### config.mk
export PLATFORM = sky130hd
export DESIGN_NAME = bomb_drop_ctrl
export DESIGN_NICKNAME = d
export VERILOG_FILES = /design/src/rtl/bomb_drop_ctrl.sv
export SDC_FILE = /design/constraint.sdc
export NUM_CORES = 1
export LEC_CHECK = 0
export ABC_AREA = 0
export CAP_MARGIN = 10
export CORE_ASPECT_RATIO = 1.75
export CORE_UTILIZATION = 40
export CTS_CLUSTER_SIZE = 20
export DETAILED_ROUTE_END_ITERATION = 6
export GPL_TIMING_DRIVEN = 0
export PLACE_DENSITY = 0.76
export SYNTH_ARGS = -nofsm -noshare
export SYNTH_HDL_FRONTEND = slang
export SYNTH_SLANG_ARGS = --single-unit
export TNS_END_PERCENT = 20
### constraint.sdc
create_clock -name clk -period 1.9 [get_ports clk]
set_clock_uncertainty 0.15 [all_clocks]
set_input_delay 0.38 -clock clk [delete_from_list [all_inputs] [get_ports clk]]
set_output_delay 0.38 -clock clk [all_outputs]
set_load 0.01 [all_outputs]
### src/rtl/bomb_drop_ctrl.sv
// Bomb placement and fuse controller: snaps the player centre to the tile grid on a
// drop-key edge, runs a frame-counted fuse, then a frame-counted blast window.
module bomb_drop_ctrl #(
   parameter int GRID_X0      = 0,
   parameter int GRID_Y0      = 96,
   parameter int TILE_LOG2    = 5,
   parameter int GRID_COLS    = 20,
   parameter int GRID_ROWS    = 12,
   parameter int PLAYER_SIZE  = 64,
   parameter int FUSE_FRAMES  = 90,
   parameter int BLAST_FRAMES = 15
) (
   input  logic               clk,
   input  logic               resetN,
   input  logic               startOfFrame,
   input  logic signed [10:0] topLeftX,
   input  logic signed [10:0] topLeftY,
   input  logic               dropKey,
   input  logic               chainTrigger,
   output logic               bombActive,
   output logic               explodeActive,
   output logic               explodePulse,
   output logic signed [10:0] bombTopLeftX,
   output logic signed [10:0] bombTopLeftY,
   output logic [4:0]         bombCol,
   output logic [3:0]         bombRow
);

   // state      | meaning
   // IDLE_ST    | no bomb on the field
   // ARMED_ST   | bomb placed, fuse counting frames
   // EXPLODE_ST | blast window counting frames
   localparam logic [1:0] IDLE_ST    = 2'd0;
   localparam logic [1:0] ARMED_ST   = 2'd1;
   localparam logic [1:0] EXPLODE_ST = 2'd2;

   localparam int MAX_FRAMES = (FUSE_FRAMES > BLAST_FRAMES) ? FUSE_FRAMES : BLAST_FRAMES;
   localparam int CNT_W      = $clog2(MAX_FRAMES + 1);

   localparam logic signed [11:0] OFF_X   = 12'(PLAYER_SIZE / 2 - GRID_X0);
   localparam logic signed [11:0] OFF_Y   = 12'(PLAYER_SIZE / 2 - GRID_Y0);
   localparam logic signed [11:0] COL_MAX = 12'(GRID_COLS - 1);
   localparam logic signed [11:0] ROW_MAX = 12'(GRID_ROWS - 1);
   localparam logic [10:0]        X0     = 11'(GRID_X0);
   localparam logic [10:0]        Y0     = 11'(GRID_Y0);

   logic [1:0]         state;
   logic [CNT_W-1:0]   frame_cnt;
   logic               drop_key_d;
   logic               drop;
   logic               frame_last;

   logic signed [11:0] cx, cy;
   logic signed [11:0] col_raw, row_raw;
   logic [4:0]         snap_col;
   logic [3:0]         snap_row;
   logic [10:0]        snap_x, snap_y;

   assign drop       = dropKey & ~drop_key_d;
   assign frame_last = startOfFrame && (frame_cnt == CNT_W'(1));

   // Snap the sprite centre to a tile, clamping anything off the playfield to the edge tile.
   always_comb begin
      cx      = $signed({topLeftX[10], topLeftX}) + OFF_X;
      cy      = $signed({topLeftY[10], topLeftY}) + OFF_Y;
      col_raw = cx >>> TILE_LOG2;
      row_raw = cy >>> TILE_LOG2;
      if (col_raw[11])
         snap_col = 5'd0;
      else if (col_raw > COL_MAX)
         snap_col = COL_MAX[4:0];
      else
         snap_col = col_raw[4:0];
      if (row_raw[11])
         snap_row = 4'd0;
      else if (row_raw > ROW_MAX)
         snap_row = ROW_MAX[3:0];
      else
         snap_row = row_raw[3:0];
      snap_x = X0 + (11'(snap_col) << TILE_LOG2);
      snap_y = Y0 + (11'(snap_row) << TILE_LOG2);
   end

   always_ff @(posedge clk or negedge resetN) begin
      if (!resetN) begin
         state        <= IDLE_ST;
         frame_cnt    <= '0;
         drop_key_d   <= 1'b1;
         explodePulse <= 1'b0;
         bombTopLeftX <= '0;
         bombTopLeftY <= '0;
         bombCol      <= '0;
         bombRow      <= '0;
      end else begin
         drop_key_d   <= dropKey;
         explodePulse <= 1'b0;
         case (state)
            IDLE_ST: begin
               if (drop) begin
                  state        <= ARMED_ST;
                  frame_cnt    <= CNT_W'(FUSE_FRAMES);
                  bombCol      <= snap_col;
                  bombRow      <= snap_row;
                  bombTopLeftX <= $signed(snap_x);
                  bombTopLeftY <= $signed(snap_y);
               end
            end
            ARMED_ST: begin
               // Chain and natural expiry share one branch, so they yield a single pulse.
               if (chainTrigger || frame_last) begin
                  state        <= EXPLODE_ST;
                  frame_cnt    <= CNT_W'(BLAST_FRAMES);
                  explodePulse <= 1'b1;
               end else if (startOfFrame) begin
                  frame_cnt <= frame_cnt - CNT_W'(1);
               end
            end
            EXPLODE_ST: begin
               if (frame_last) begin
                  state     <= IDLE_ST;
                  frame_cnt <= '0;
               end else if (startOfFrame) begin
                  frame_cnt <= frame_cnt - CNT_W'(1);
               end
            end
            default: begin
               state     <= IDLE_ST;
               frame_cnt <= '0;
            end
         endcase
      end
   end

   assign bombActive    = (state == ARMED_ST);
   assign explodeActive = (state == EXPLODE_ST);

endmodule

==> impl_metrics.yaml, run 1 <==
floorplan:
  fp-row-count: 30
  ioPinCount: 61
  die_y_um: 87.5
  initial_core_util: 0.423
  die_x_um: 50.8
  coreArea_um2: 3940
  die_area_um2: 4450
power_and_ir_drop:
  powerDensity_nw_per_um2: 1100
  finalPower_mw: 2.57
  ir_worst_vdd_mv: 0.527
  power.leakage_nw: 1.07
critical_path:
  end_kind: "flop"
  crit_type: "flop to flop"
  required_ns: 1.93
  crit_arrival_ns: 2.20
  cp_max_fo: 5
  worst-r2r-cell-count: 6
  startpoint_type: "flop"
cts:
  cts_tree: "yes"
  hold_buffers: 0
  cts_buffers: 3
  cts.clk_slew.worst_paths_ns: 0.09
  cts_htree_levels: 1
  worstSkewPairLatency_ns: 0.27
  cts_max_path_buffers: 2
  root_buffer: "clkbuf_8"
  cts.sinks: 25
timing:
  hold_viol_final: 0
  min_period_ns: 2.17
  drv_slew: 0
  layout_setup_ws_ns: -0.272
  min_period_over_period: 1.14
  tightest_slew_ns: 1.08
  slew_headroom: 0.278
  rsz0062_at_grt: "true"
  finalSetupViolCount: 10
  max_freq_mhz: 460
placed_design:
  dpl.hpwl_um: 2960
  portBuffers: 35
  place.gp.congestion: 0.849
  placed_cell_area_um2: 2170
detailed_routing:
  post_drt_wl_per_cell_um: 13.0
  ant_nets: 0
  drc: 0
  drt_iter0_drc: 23
  wl_um: 3880
  dr.pass1.iters: 4
  dr_total_vias: 1517
  vias_per_cell: 5.09
run_status:
  status: "finished, violations left"
  violations: "negative setup slack"
grt:
  grt_pass1_vias: 1367
  grtUsageTotal: 0.176
  grt_max_degree: 26
  grt_pass1_wl_um: 5950
  gr-total-overflow: 0
  antenna_found_initial: 0
synthesis:
  synth_cells: 195
  synth_top_area_share: 0.360
  async_reset_ff_frac: 1.00
  seq_area_frac_synth: 0.376
  yosysWarningCount: 0
  syn_area_per_cell_um2: 8.56
  synth_cell_types: 44
  ys_ff_latch: 25
  synth_largest_area_cell: "dfrtp_1"
  synthFlopType: "dfrtp_1"
  syn-cell-area_um2: 1670
  synth-edff-count: 0
  yosys-top-cells-area: "dfrtp_1, buf_4, o21ai_0"
finish:
  final_cell_area_um2: 2340
  layout_common_cells: "clkdlybuf4s50_1, dfrtp_1, buf_4"
  area_delta_synth_final_pct: 40.0
  regArea_um2: 627
  final_net_count: 285
  fillers: 345
  antenna_cells: 0
  multi_input_area_um2: 998
  drive_above_1_share: 0.236
  final_common_cell: "clkdlybuf4s50_1"
worst_hold_path:
  hold_path.class: "input port to flop"
  worstHoldPathCells: 3
run:
  max-cap-violations: 0
[critical path: stages, from the launching register on]
cell and delay [ns]:
dfrtp_1 0.42, or4_4 0.55, or3_4 0.43, buf_6 0.14, a31oi_1 0.11, nor2b_1 0.06, a211oi_1 0.22
[cell usage after synthesis (4+ instances only)]
library cell  count
clkbuf_1          5
dfrtp_1          24
nand3_1           7
a21oi_1           9
buf_4            17
a22o_1            4
inv_1            11
nor2_1           12
xnor2_1           5
xor2_1            4
nand2_1          23
ha_1              7
o21ai_0          20
[final timing paths]
| kind | slack (ns) | end | start |
|---|---|---|---|
| max in group asynchronous | 0.41 | explodePulse$_DFF_PN0_ | resetN |
| worst min register to register | 0.34 | bombRow[0]$_DFFE_PN0P_ | bombRow[0]$_DFFE_PN0P_ |
| worst max register to register | -0.27 | frame_cnt[3]$_DFFE_PN0P_ | frame_cnt[2]$_DFFE_PN0P_ |
| worst min-delay path | 0.32 | bombTopLeftX[5]$_DFFE_PN0P_ | topLeftX[5] |
| min in group asynchronous | 0.54 | frame_cnt[3]$_DFFE_PN0P_ | resetN |
| worst max-delay path | -0.27 | frame_cnt[3]$_DFFE_PN0P_ | frame_cnt[2]$_DFFE_PN0P_ |
[through the flow]
step,setup WS [ns],setup TNS [ns],hold WS (ns),std cells,util
detailed placement,-0.841,-10.29,0.324,289,0.552
floorplan,-0.111,-0.358,-0.0656,206,-
finish,-0.272,-1.42,0.324,298,0.593
global route,-0.318,-1.88,0.352,298,0.593
CTS,-0.231,-1.10,0.345,295,0.579
global placement,-0.811,-9.77,0.316,289,0.552
[cells by family (layout without fill, tap and decap cells)]
family | count (synthesis) | count (layout) | share of synthesized area
and+or+nand+nor | 64 | 64 | 0.190
AOI/OAI and AO/OA | 52 | 52 | 0.198
buffers and inverters | 35 | 79 | 0.122
DFF | 25 | 25 | 0.376
xor gates and xnor gates | 9 | 9 | 0.0472
adders and majority gates | 7 | 7 | 0.0525
muxes | 2 | 2 | 0.0127
other | 1 | 12 | 0.00225
[report_power, final]
| group | total, mW | switching (mW) | leakage, nW | internal, mW |
|---|---|---|---|---|
| Sequential | 0.909 | 0.181 | 0.313 | 0.728 |
| Clock | 0.318 | 0.169 | 0.0217 | 0.148 |
| Combinational | 1.34 | 0.603 | 0.736 | 0.735 |
| Total | 2.57 | 0.953 | 1.07 | 1.61 |
[state kept, by name (all words and copies together) (netlist names)]
register	count
explodePulse	1
state	2
bombTopLeftY	5
bombTopLeftX	5
bombRow	4
frame_cnt	7
drop_key_d	1
[per-layer routing]
layer,global-route usage,vias to the layer above,share of wire
met3,0.0157,8,0.019
li1,-,757,-
met4,0.106,0,0.031
met5,0,-,0
met2,0.328,34,0.55
met1,0.184,718,0.40
[what timing repair did]
item                                    in CTS  in global routing
endpoints found under the setup margin      25                 19
gates cloned                                 0                  0
resized for setup                           27                 13
pin swaps                                    1                  9
hold endpoints to repair                     0                  0
setup buffers                                2                  4
[cell type report]
class | count | share of cell area
sequential | 25 | 0.268
multi-input combinational | 146 | 0.427
buffer | 23 | 0.0755
clock buffer | 3 | 0.0177
clock inverter | 1 | 0.00321
timing repair buffer | 41 | 0.162
inverter | 11 | 0.0198
tap | 48 | 0.0257
Power figures use the tool's default switching activity.
==> inputs of run 2 (changes only) <==
- CORE_UTILIZATION: 40 -> 45
- PLACE_DENSITY: 0.76 -> 0.81
- clock period: 1.9 -> 2 ns (I/O delays scaled with it)
==> impl_metrics.yaml, run 2 (synthesized netlist as in run 1, its figures left out) <==
run_status:
  status: "finished, violations left"
  violations: "negative setup slack"
critical_path:
  crit_slowest_cell: "or4_4"
  cp_max_fo: 6
  crit_arrival_ns: 2.13
  reg2reg_slack_ns: -0.12
  path_cells: "or4_4, or3_4, nand2_4, o21bai_1, a222oi_1"
  crit_type: "flop to flop"
  required_ns: 2.01
  critPathMaxStageDelay_ns: 0.57
  startpoint_type: "flop"
  end_kind: "flop"
timing:
  max_freq_mhz: 472
  rsz0062_at_grt: "true"
  slew_headroom: 0.284
  min_period_ns: 2.12
  min_period_over_period: 1.06
  finalSetupViolCount: 3
  drv_slew: 0
  tightest_slew_ns: 1.07
  hold_viol_final: 0
  layout_setup_ws_ns: -0.120
  tns_ns: -0.170
floorplan:
  ioPinCount: 61
  initial_core_util: 0.481
  die_y_um: 82.6
  die_area_um2: 3970
  fp-row-count: 28
  coreArea_um2: 3470
  die_x_um: 48.0
run:
  max-cap-violations: 0
finish:
  fillers: 303
  layout_common_cells: "clkdlybuf4s50_1, nand2_1, dfrtp_1"
  final_net_count: 281
  antenna_cells: 0
  regMostFlops: "frame_cnt"
  final_common_cell: "clkdlybuf4s50_1"
  largest_reg_flops: 7
  area_delta_synth_final_pct: 35.3
  final_cell_area_um2: 2260
  top_regs: "frame_cnt (7), bombTopLeftX (5), bombTopLeftY (5)"
  utilization: 0.651
  drive_above_1_share: 0.211
power_and_ir_drop:
  powerDensity_nw_per_um2: 1050
  p_comb_frac: 0.511
  finalPower_mw: 2.37
  switchingPower_mw: 0.873
  ir_worst_vdd_mv: 0.619
  p_sw_frac: 0.368
  p_int_mw: 1.50
  clkPwrFrac: 0.124
  power.leakage_nw: 1.04
  seqPwrFrac: 0.365
cts:
  cts.clk_slew.worst_paths_ns: 0.08
  root_buffer: "clkbuf_8"
  cts_buffers: 3
  cts.sinks: 25
  cts_htree_levels: 1
  hold_buffers: 0
  cts_max_path_buffers: 2
  worstSkewPairLatency_ns: 0.27
  cts_tree: "yes"
detailed_routing:
  vias_per_cell: 5.23
  ant_nets: 0
  dr_total_vias: 1521
  wl_um: 3580
  drt_iter0_drc: 29
  drc: 0
  post_drt_wl_per_cell_um: 12.3
  dr.pass1.iters: 4
grt:
  grtUsageTotal: 0.188
  grt_pass1_vias: 1308
  gr-total-overflow: 0
  grt_pass1_wl_um: 5400
  antenna_found_initial: 0
  grt_max_degree: 26
worst_hold_path:
  hold_path.class: "flop to flop"
placed_design:
  place.gp.congestion: 0.802
  portBuffers: 35
  placed_cell_area_um2: 2150
  dpl.hpwl_um: 2820
[run 2: final timing paths]
| path | startpoint | endpoint | cells after the start |
|---|---|---|---|
| min in group asynchronous | resetN | frame_cnt[5]$_DFFE_PN0P_ | 1 |
| max in group asynchronous | resetN | frame_cnt[2]$_DFFE_PN0P_ | 1 |
| hold / removal | bombTopLeftY[6]$_DFFE_PN0P_ | bombTopLeftY[6]$_DFFE_PN0P_ | 2 |
| hold reg to reg | bombTopLeftY[6]$_DFFE_PN0P_ | bombTopLeftY[6]$_DFFE_PN0P_ | 2 |
| setup reg to reg | frame_cnt[4]$_DFFE_PN0P_ | frame_cnt[1]$_DFFE_PN0P_ | 5 |
| setup / recovery | frame_cnt[4]$_DFFE_PN0P_ | frame_cnt[1]$_DFFE_PN0P_ | 5 |
[run 2: worst max-delay path: cells and delay by family (launching register included)]
kind,cells,cell delay (ns)
flops,1,0.42
compound gates,2,0.37
simple gates,3,1.07
[run 2: area by class of cell]
type                            instances  area, um^2  share of cell area
Multi-Input combinational cell        146         972               0.430
Sequential cell                        25         628               0.278
Timing Repair Buffer                   37         349               0.155
Buffer                                 23         165              0.0731
Tap cell                               45        56.3              0.0249
Clock buffer                            3        41.3              0.0183
Inverter                               11        41.3              0.0183
Clock inverter                          1        5.00             0.00222
[run 2: power by group through the flow]
stage               registers, mW  logic, mW  clock network, mW
global placement            0.855       1.12                  0
floorplan                   0.878      0.588                  0
finish                      0.866       1.21              0.293
global route                0.890       1.32              0.322
CTS                         0.857       1.16              0.302
detailed placement          0.858       1.15                  0
[run 2: stage by stage]
step	instances	setup slack (ns)	hold WS, ns
floorplan	206	-0.0108	-0.0456
global placement	286	-0.680	0.321
detailed placement	286	-0.680	0.320
CTS	290	-0.151	0.339
global route	291	-0.178	0.335
finish	291	-0.120	0.329
[run 2: repair_timing]
action / CTS / global route
buffers inserted: 0 / 2
pin swaps: 1 / 2
setup endpoints to repair: 20 / 17
resized for setup: 18 / 15
gates cloned: 0 / 0
[run 2: per-layer routing]
layer / routed length (um) / vias up / track usage
li1: - / 757 / -
met1: 1430 / 724 / 0.205
met2: 2010 / 34 / 0.346
met3: 88 / 6 / 0.0217
met4: 61 / 0 / 0.0750
met5: 0 / - / 0
==> edit (settings of run 1) <==
Make the reset (`resetN`) synchronous in one clocked block.
--- a/src/rtl/bomb_drop_ctrl.sv
+++ b/src/rtl/bomb_drop_ctrl.sv
@@ -81,7 +81,7 @@
       snap_y = Y0 + (11'(snap_row) << TILE_LOG2);
    end
 
-   always_ff @(posedge clk or negedge resetN) begin
+   always_ff @(posedge clk) begin
       if (!resetN) begin
          state        <= IDLE_ST;
          frame_cnt    <= '0;
Formal check against the unedited RTL: differs if resetN is asserted again (counterexample within 4 cycles, from zero or initial values and one cycle with resetN low); with resetN held inactive, the same outputs for 10 cycles.
==> edit against run 1 <==
Non-clock buffer count is 3 lower. Count of clock-buffer cells in the layout stayed put. Sequential cell count stayed put. Sequential share of layout area is 5.7 points lower. Wire length is 14% higher. Setup slack better by 310 ps. Area after synthesis is 6.7% higher. Highest routed layer unchanged. Final area is 1.9% higher.
Power is not compared: it rests on default switching activity, and its combinational part moved more than twofold at a synthesized area within 25%.
==> edit: results <==
export IMPL_tightest_slew_ps=765
export IMPL_syn_avg_cell_area_um2=8.10
export IMPL_holdPathStages=2
export IMPL_grt_pass1_vias=1595
export IMPL_cp_max_fo=7
export IMPL_globalRouteMet3Util_pct=1.68
export IMPL_arrival_ps=1930
export IMPL_antenna_cells=0
export IMPL_largestRegisters="frame_cnt (7), bombTopLeftX (5), bombTopLeftY (5)"
export IMPL_met2_usage_pct=34.8
export IMPL_cts_made_buffers=3
export IMPL_wl_met2_mm=2.43
export IMPL_fin_nets=306
export IMPL_yosys_top_cells_count="dfxtp_1, buf_4, nand2_1"
export IMPL_firstDrtPassIters=5
export IMPL_p_leak_nw=0.980
export IMPL_ys_warn_count=0
export IMPL_clkTransAtPathRegs_ps=100
export IMPL_drive_gt1_share_pct=19.2
export IMPL_top_layer="met4"
export IMPL_r2r_cells=5
export IMPL_cts_repair_resized=28
export IMPL_critPathSlowestCell="a2111o_1"
export IMPL_wl_met3_um=181
export IMPL_postCtsSetupRepairBufs=1
export IMPL_grt_first_pass_wirelength_mm=6.88
export IMPL_crit_path_max_incr_delay_ps=370
export IMPL_track_usage_pct=18.6
export IMPL_cts_root_buf="clkbuf_8"
export IMPL_dp_hpwl_mm=3.29
export IMPL_cts_max_path_buffers=2
export IMPL_gp_congestion=0.872
export IMPL_grt_max_degree=16
export IMPL_synth_seq_area_share_pct=28.1
export IMPL_antenna_found_initial=0
export IMPL_synthArstFlopShare_pct=0
export IMPL_drt_initial_drc_count=42
export IMPL_synth_cell_type_count=58
export IMPL_hold_class="input port to flop"
export IMPL_io_buffers=35
export IMPL_place_inst=315
export IMPL_htreeDepth=1
export IMPL_use_met1_pct=19.2
export IMPL_place_area_um2=2250
export IMPL_status="complete, no violations"
export IMPL_dpl_worst_slack_ps=-799
export IMPL_wl_per_cell_um=13.8
export IMPL_irDropWorstVdd_v=0.000350
export IMPL_netlist_top_cells_area="dfxtp_1, buf_4, ha_1"
export IMPL_clock_latency_ps=280
export IMPL_routed_wl_mm=4.42
export IMPL_wl_met1_mm=1.69
export IMPL_via_count=1778
==> edit: cell count changes after synthesis, moves of 3 or more <==
cell      before  now
nand2_1       23   16
o21a_1         0    4
o211ai_1       0    4
nand2b_1       3    7
nor2b_1        3    7
o21ai_0       20    8
dfxtp_1        0   25
a21oi_1        9   13
and3_1         0    5
a21o_1         3    0
a221o_1        0    3
o22ai_1        1    6
nand3_1        7   10
dfrtp_1       24    0
==> edit: final timing paths <==
| kind | slack (ps) | endpoint | from |
|---|---|---|---|
| hold reg to reg | 310 | bombRow[2] | bombRow[2] |
| hold / removal | 280 | drop_key_d | resetN |
| setup / recovery | 40 | bombTopLeftY[7] | topLeftY[6] |
| setup reg to reg | 50 | frame_cnt[3] | frame_cnt[2] |
==> edit: layout make-up <==
cell class                      instances  area (µm²)
Sequential cell                        25         504
Clock inverter                          1        7.51
Tap cell                               49        61.3
Clock buffer                            3        41.3
Timing Repair Buffer                   36         349
Inverter                               11        41.3
Fill cell                             395        1810
Multi-Input combinational cell        170        1200
Buffer                                 25         171
==> edit: logic make-up after synthesis <==
kind of cell	synth area share, %
and+or+nand+nor	26.5
DFF	28.1
adders and majority gates	4.92
muxes	1.19
AOI/OAI and AO/OA	24.9
buffers and inverters	11.8
other	0.210
xor gates and xnor gates	2.46
==> edit: worst max-delay path: cells and delay by family <==
kind / cells / cell delay [ps]
AOI/OAI and AO/OA: 3 / 720
adders and majority gates: 2 / 370
and+or+nand+nor: 2 / 230
buffers and inverters: 2 / 220
==> edit: where the power goes <==
group / internal (mW) / leakage, nW / switching [mW] / total, mW
Clock: 0.149 / 0.0217 / 0.182 / 0.331
Sequential: 0.549 / 0.205 / 0.0287 / 0.577
Combinational: 0.176 / 0.753 / 0.192 / 0.368
